$ cat src/rtl/uart_aes_pkg.sv
// Shared definitions for the UART block receiver feeding the AES datapath:
// block geometry, default bit timing and the byte-receiver state encoding.
package uart_aes_pkg;

   localparam int BLOCK_BYTES      = 16;
   localparam int BLOCK_W          = 128;
   localparam int CLKS_PER_BIT_DEF = 868;

   typedef enum logic [1:0] {
      IDLE  = 2'd0,
      START = 2'd1,
      DATA  = 2'd2,
      STOP  = 2'd3
   } rx_state_e;

   // Width of a counter that must hold the values 0 .. n-1.
   function automatic int cnt_width(input int n);
      return (n < 2) ? 1 : $clog2(n);
   endfunction

endpackage

$ cat src/rtl/uart_rx_byte.sv
// UART byte receiver: 2-flop input synchronizer, start-bit glitch rejection,
// 8N1 mid-bit sampling, LSB first. o_byte_valid is a strobe on the stop-bit
// sample cycle (o_byte is stable then); o_frame_err is a registered pulse.
module uart_rx_byte
   import uart_aes_pkg::*;
#(
   parameter int CLKS_PER_BIT = CLKS_PER_BIT_DEF
) (
   input  logic       clk,
   input  logic       rst_n,
   input  logic       i_rx,
   output logic       o_byte_valid,
   output logic       o_frame_err,
   output logic [7:0] o_byte,
   output logic       o_idle
);

   localparam int                CNT_W   = cnt_width(CLKS_PER_BIT);
   localparam logic [CNT_W-1:0] FULL_M1 = CNT_W'(CLKS_PER_BIT - 1);
   localparam logic [CNT_W-1:0] HALF_M1 = CNT_W'(CLKS_PER_BIT / 2 - 1);

   logic [1:0]       r_sync;
   rx_state_e        r_state;
   logic [CNT_W-1:0] r_clk_cnt;
   logic [2:0]       r_bit_cnt;
   logic [7:0]       r_shift;
   logic             r_frame_err;

   rx_state_e        w_state_nxt;
   logic [CNT_W-1:0] w_clk_cnt_nxt;
   logic [2:0]       w_bit_cnt_nxt;
   logic [7:0]       w_shift_nxt;
   logic             w_frame_err_nxt;
   logic             w_byte_valid;
   logic             w_rx;

   assign w_rx = r_sync[1];

   // Bring the asynchronous serial line into the clock domain (idles high).
   always_ff @(posedge clk or negedge rst_n) begin
      if (!rst_n) begin
         r_sync <= 2'b11;
      end else begin
         r_sync <= {r_sync[0], i_rx};
      end
   end

   // State, timing counters, data shift register and error pulse registers.
   always_ff @(posedge clk or negedge rst_n) begin
      if (!rst_n) begin
         r_state     <= IDLE;
         r_clk_cnt   <= '0;
         r_bit_cnt   <= 3'd0;
         r_shift     <= 8'h00;
         r_frame_err <= 1'b0;
      end else begin
         r_state     <= w_state_nxt;
         r_clk_cnt   <= w_clk_cnt_nxt;
         r_bit_cnt   <= w_bit_cnt_nxt;
         r_shift     <= w_shift_nxt;
         r_frame_err <= w_frame_err_nxt;
      end
   end

   // Next-state logic: half-bit to the start-bit centre, then full bit periods.
   always_comb begin
      w_state_nxt     = r_state;
      w_clk_cnt_nxt   = r_clk_cnt;
      w_bit_cnt_nxt   = r_bit_cnt;
      w_shift_nxt     = r_shift;
      w_frame_err_nxt = 1'b0;
      w_byte_valid    = 1'b0;
      case (r_state)
         IDLE: begin
            w_clk_cnt_nxt = '0;
            if (!w_rx) begin
               w_state_nxt = START;
            end else begin
               w_state_nxt = IDLE;
            end
         end
         START: begin
            if (r_clk_cnt == HALF_M1) begin
               w_clk_cnt_nxt = '0;
               w_bit_cnt_nxt = 3'd0;
               if (!w_rx) begin
                  w_state_nxt = DATA;
               end else begin
                  w_state_nxt = IDLE;   // line went high again: a glitch
               end
            end else begin
               w_clk_cnt_nxt = r_clk_cnt + 1'b1;
            end
         end
         DATA: begin
            if (r_clk_cnt == FULL_M1) begin
               w_clk_cnt_nxt = '0;
               w_shift_nxt   = {w_rx, r_shift[7:1]};
               if (r_bit_cnt == 3'd7) begin
                  w_state_nxt = STOP;
               end else begin
                  w_bit_cnt_nxt = r_bit_cnt + 3'd1;
               end
            end else begin
               w_clk_cnt_nxt = r_clk_cnt + 1'b1;
            end
         end
         STOP: begin
            if (r_clk_cnt == FULL_M1) begin
               w_clk_cnt_nxt = '0;
               w_state_nxt   = IDLE;
               if (w_rx) begin
                  w_byte_valid = 1'b1;
               end else begin
                  w_frame_err_nxt = 1'b1;
               end
            end else begin
               w_clk_cnt_nxt = r_clk_cnt + 1'b1;
            end
         end
         default: begin
            w_state_nxt   = IDLE;
            w_clk_cnt_nxt = '0;
            w_bit_cnt_nxt = 3'd0;
         end
      endcase
   end

   assign o_byte_valid = w_byte_valid;
   assign o_frame_err  = r_frame_err;
   assign o_byte       = r_shift;
   assign o_idle       = (r_state == IDLE);

endmodule

$ cat src/rtl/uart_block_rx.sv
// UART block receiver: packs 16 accepted bytes big-endian into a 128-bit
// block and pulses block_valid once per complete block.
// Optional feature macro RX_TIMEOUT_EN: drop a partial block after
// TIMEOUT_BITS idle bit-times.
module uart_block_rx
   import uart_aes_pkg::*;
#(
   parameter int CLKS_PER_BIT = CLKS_PER_BIT_DEF,
   parameter int TIMEOUT_BITS = 160
) (
   input  logic               clk,
   input  logic               rst_n,
   input  logic               data_in,
   output logic               block_valid,
   output logic [BLOCK_W-1:0] block_data,
   output logic               frame_err
);

   localparam int PART_W = (BLOCK_BYTES - 1) * 8;

   logic               w_byte_valid;
   logic [7:0]         w_byte;
   logic               w_idle;
   logic               w_timeout;

   logic [3:0]         r_byte_cnt;
   logic [PART_W-1:0]  r_shift;
   logic [BLOCK_W-1:0] r_block_data;
   logic               r_block_valid;

   uart_rx_byte #(
      .CLKS_PER_BIT (CLKS_PER_BIT)
   ) u_rx_byte (
      .clk          (clk),
      .rst_n        (rst_n),
      .i_rx         (data_in),
      .o_byte_valid (w_byte_valid),
      .o_frame_err  (frame_err),
      .o_byte       (w_byte),
      .o_idle       (w_idle)
   );

`ifdef RX_TIMEOUT_EN
   localparam logic [31:0] TO_LAST = 32'(TIMEOUT_BITS * CLKS_PER_BIT - 1);

   logic [31:0] r_idle_cnt;

   assign w_timeout = w_idle && (r_byte_cnt != 4'd0) && (r_idle_cnt == TO_LAST);

   // Count idle-line clocks only while a partial block is pending.
   always_ff @(posedge clk or negedge rst_n) begin
      if (!rst_n) begin
         r_idle_cnt <= 32'd0;
      end else if (!w_idle || (r_byte_cnt == 4'd0) || w_timeout) begin
         r_idle_cnt <= 32'd0;
      end else begin
         r_idle_cnt <= r_idle_cnt + 32'd1;
      end
   end
`else
   logic w_unused_timeout;

   assign w_timeout        = 1'b0;
   assign w_unused_timeout = w_idle ^ (TIMEOUT_BITS == 0);
`endif

   // Pack accepted bytes; the 16th completes the block and clears the packer.
   always_ff @(posedge clk or negedge rst_n) begin
      if (!rst_n) begin
         r_byte_cnt    <= 4'd0;
         r_shift       <= '0;
         r_block_data  <= '0;
         r_block_valid <= 1'b0;
      end else begin
         r_block_valid <= 1'b0;
         if (w_byte_valid) begin
            if (r_byte_cnt == 4'd15) begin
               r_block_data  <= {r_shift, w_byte};
               r_block_valid <= 1'b1;
               r_byte_cnt    <= 4'd0;
               r_shift       <= '0;
            end else begin
               r_shift    <= {r_shift[PART_W-9:0], w_byte};
               r_byte_cnt <= r_byte_cnt + 4'd1;
            end
         end else if (w_timeout) begin
            r_byte_cnt <= 4'd0;
            r_shift    <= '0;
         end else begin
            r_byte_cnt <= r_byte_cnt;
         end
      end
   end

   assign block_valid = r_block_valid;
   assign block_data  = r_block_data;

endmodule

$ cat config.mk
export PLATFORM = sky130hd
export DESIGN_NAME = uart_block_rx
export DESIGN_NICKNAME = d
export VERILOG_FILES = /design/src/rtl/uart_aes_pkg.sv /design/src/rtl/uart_rx_byte.sv /design/src/rtl/uart_block_rx.sv
export SDC_FILE = /design/constraint.sdc
export NUM_CORES = 1
export LEC_CHECK = 0
export BUFFER_PORTS_ARGS = -buffer_cell sky130_fd_sc_hd__buf_2
export CAP_MARGIN = 20
export CORE_MARGIN = 3
export CORE_UTILIZATION = 30
export CTS_CLUSTER_DIAMETER = 200
export DETAILED_ROUTE_END_ITERATION = 8
export GPL_ROUTABILITY_DRIVEN = 0
export GPL_TIMING_DRIVEN = 1
export MAX_ROUTING_LAYER = met4
export PLACE_DENSITY = 0.44
export SLEW_MARGIN = 20
export SYNTH_ARGS = -nofsm -noshare
export SYNTH_HDL_FRONTEND = slang
export SYNTH_SLANG_ARGS = --single-unit
$ cat constraint.sdc
create_clock -name clk -period 2.46 [get_ports clk]
set_clock_uncertainty 0.15 [all_clocks]
set_input_delay 0.492 -clock clk [delete_from_list [all_inputs] [get_ports clk]]
set_output_delay 0.492 -clock clk [all_outputs]
set_load 0.02 [all_outputs]
==> metrics <==
post-synth cell types=40; RSZ-0062 raised after global routing=no; register area share after synthesis=0.666; Die ar.=0.0372 mm²; Worst setup EP type=flip-flop; Die Wd=193 µm; Yosys top cell by area=dfrtp_1; ranking of synthesized cells by area=dfrtp_1 66%, mux2_2 12%, a22o_1 10%; most instantiated library cell after synthesis=dfrtp_1; P_leak=6.74 nW; buffers plus inverters on the worst setup path=2; I/O pin total=133; Yosys top cell area share=0.661; Psw=1.88 mW; sw frac=0.197; CP Class=flip-flop to flip-flop; routed via count=6114; vias in the first global route=6561; FFs w/ async S/R, synth=1.00; post-layout min period=2.34 ns; setup TNS=0 ns; Slowest cell on crit path=dfrtp_1; core footprint=0.0340 mm²; multi-input logic area=0.00319 mm²; H-Tree Depth=1; ant diodes=0; Port Buffer Count=132; syn_nets=676; DR iter-0 viols=294; gr ovfl total=0; Crit path required time=2.74 ns; DRC=0; Post-synth top cells=277 x dfrtp_1, 120 x a22o_1, 110 x mux2_2; Slew Viols, Final=0; area grow syn2layout=23.1%; layout cells sized above 1=0.399; Post-CTS Setup Bufs=0; Initial DRT Pass Iterations=4; pin count of the biggest net entering global routing=124; slew margin rel.=0.580; Syn Std Cell Area=0.0105 mm²; Die H=193 µm; Top delay family on crit path=simple AND/OR/NAND/NOR gates; Via density=4.75; CTS tree=done; Critical Path Source Type=flip-flop; GRT Util Overall=0.132; pwr dens=741 mW/mm²; hold slack=0.206 ns; Worst EP arrival=2.62 ns; Worst-Skew Late Latency=0.55 ns; Max-Cap Viols=0; initial antenna violation count=0; sequential power share=0.480; Clk network pwr share=0.508; Avg Cell Area, Syn=15.7 µm²; synthesized flop and latch total=279; Largest stage delay, worst path=0.41 ns; Post-synth EDFFs=0; HPWL Detailed=15700 µm; Top FF cell, synth=dfrtp_1; maximum vdd drop=469 µV; Root Driver=clkbuf_16; Pint=7.69 mW; Initial Util=0.308; crit-path cells=ha_1 -> and3_1 -> nand4_4 -> nor2_4 -> buf_12 -> buf_12 -> mux2_2; first-pass GRT wire length=38200 µm; # fillers=3235; TritonCTS Sinks=279; post-route ant nets=0; num rows=67; cells after synthesis=668; max frequency=0.428 GHz; endpoints failing setup=0; combinational power share=0.012; Hold Path Class=flip-flop to flip-flop; final wirelength=23900 µm; Clock Path Buffers=3; register clock-pin slew on the reported worst setup and hold paths=0.06 ns; Inserted Clock Buffers=31; register area=0.00698 mm²; drt wl/cell=18.6 µm; Slew @ Worst Pin=0.630 ns; Tcrit/Tclk final=0.949; Net count, final=827; outcome=complete, no violations; YS warnings=0; Most common cell on crit path=buf_12; Critical Path Fanout Max=20; Fin. Hold Viols=0
==> per-layer routing <==
metal / vias to the layer above / GRT usage / routed length, µm
met5: - / - / 0
met3: 33 / 0.0242 / 1130
met2: 134 / 0.201 / 11100
met4: 0 / 0.0295 / 377
li1: 2761 / - / -
met1: 3186 / 0.184 / 11300
==> logic make-up (layout without fill, tap and decap cells) <==
family | after synthesis | after routing | synth area share
AO/OA/AOI/OAI | 131 | 131 | 0.107
XOR/XNOR | 9 | 9 | 0.00752
adder cells (fa/ha/maj) | 5 | 5 | 0.00596
buffers and inverters | 51 | 222 | 0.0314
flip-flops | 279 | 279 | 0.666
multiplexers | 139 | 139 | 0.152
AND/OR/NAND/NOR | 54 | 54 | 0.0304
==> registers in the layout, indices dropped and copies added, names as in the netlist, named ones only <==
signal	flops
block_valid	1
u_rx_byte.r_clk_cnt	10
r_byte_cnt	4
u_rx_byte.r_sync	2
u_rx_byte.o_byte	8
u_rx_byte.o_frame_err	1
u_rx_byte.r_state	1
u_rx_byte.r_bit_cnt	3
r_shift	120
block_data	128
==> cell type report <==
cell class | instances | share of cell area
Tap cell | 448 | 0.0434
Clock buffer | 42 | 0.0672
Timing Repair Buffer | 163 | 0.0833
Clock inverter | 11 | 0.0165
Sequential cell | 279 | 0.541
Multi-Input combinational cell | 338 | 0.247
Inverter | 6 | 0.00174
==> worst paths after layout <==
| kind | from | end | slack, ns | depth (start not counted) |
|---|---|---|---|---|
| worst max-delay path | u_rx_byte.r_clk_cnt[0] | block_data[49] | 0.12 | 7 |
| worst min-delay path | u_rx_byte.r_sync[0] | u_rx_byte.r_sync[1] | 0.21 | 0 |
| worst max register to register | u_rx_byte.r_clk_cnt[0] | block_data[49] | 0.12 | 7 |
| worst min register to register | u_rx_byte.r_sync[0] | u_rx_byte.r_sync[1] | 0.21 | 0 |
| max in group asynchronous | rst_n | u_rx_byte.r_sync[1] | 1.08 | 3 |
| min in group asynchronous | rst_n | block_data[113] | 0.36 | 2 |
==> timing repair <==
item,in CTS,in global routing
hold buffers,2,0
hold endpoints to repair,64,0
resized for setup,0,2
setup endpoints to repair,0,32
==> power groups by stage <==
stage          combinational, mW  clock (mW)  sequential [mW]
2_1_floorplan          0.0000736           0             4.68
3_3_place_gp               0.119           0             4.68
3_5_place_dp               0.123           0             4.68
4_1_cts                    0.126        5.00             4.59
5_1_grt                    0.139        5.22             4.59
6_report                   0.116        4.86             4.60
==> per-stage QoR <==
step / cell area [µm²] / setup WS (ns) / total power [mW] / cells / util
after floorplan: 10500 / 0.335 / 4.68 / 668 / -
after global placement: 11800 / 0.131 / 4.80 / 1232 / 0.347
after detailed placement: 11800 / 0.0847 / 4.80 / 1232 / 0.347
after CTS: 12900 / 0.0671 / 9.72 / 1287 / 0.379
after global routing: 12900 / 0.00553 / 9.95 / 1287 / 0.379
final: 12900 / 0.125 / 9.57 / 1287 / 0.379
==> cells in the final DEF, fill, tap and decap left out, types with 6 or more instances in the layout <==
cell	count
dfrtp_1	277
buf_2	131
a22o_1	120
mux2_2	110
clkbuf_16	31
mux2_1	19
buf_4	15
nor2_1	14
buf_12	13
nand2_1	9
xnor2_1	8
mux2_4	8
inv_1	6
bufinv_16	6
clkbuf_1	6
Note: power is estimated with default switching activity, not from simulation.
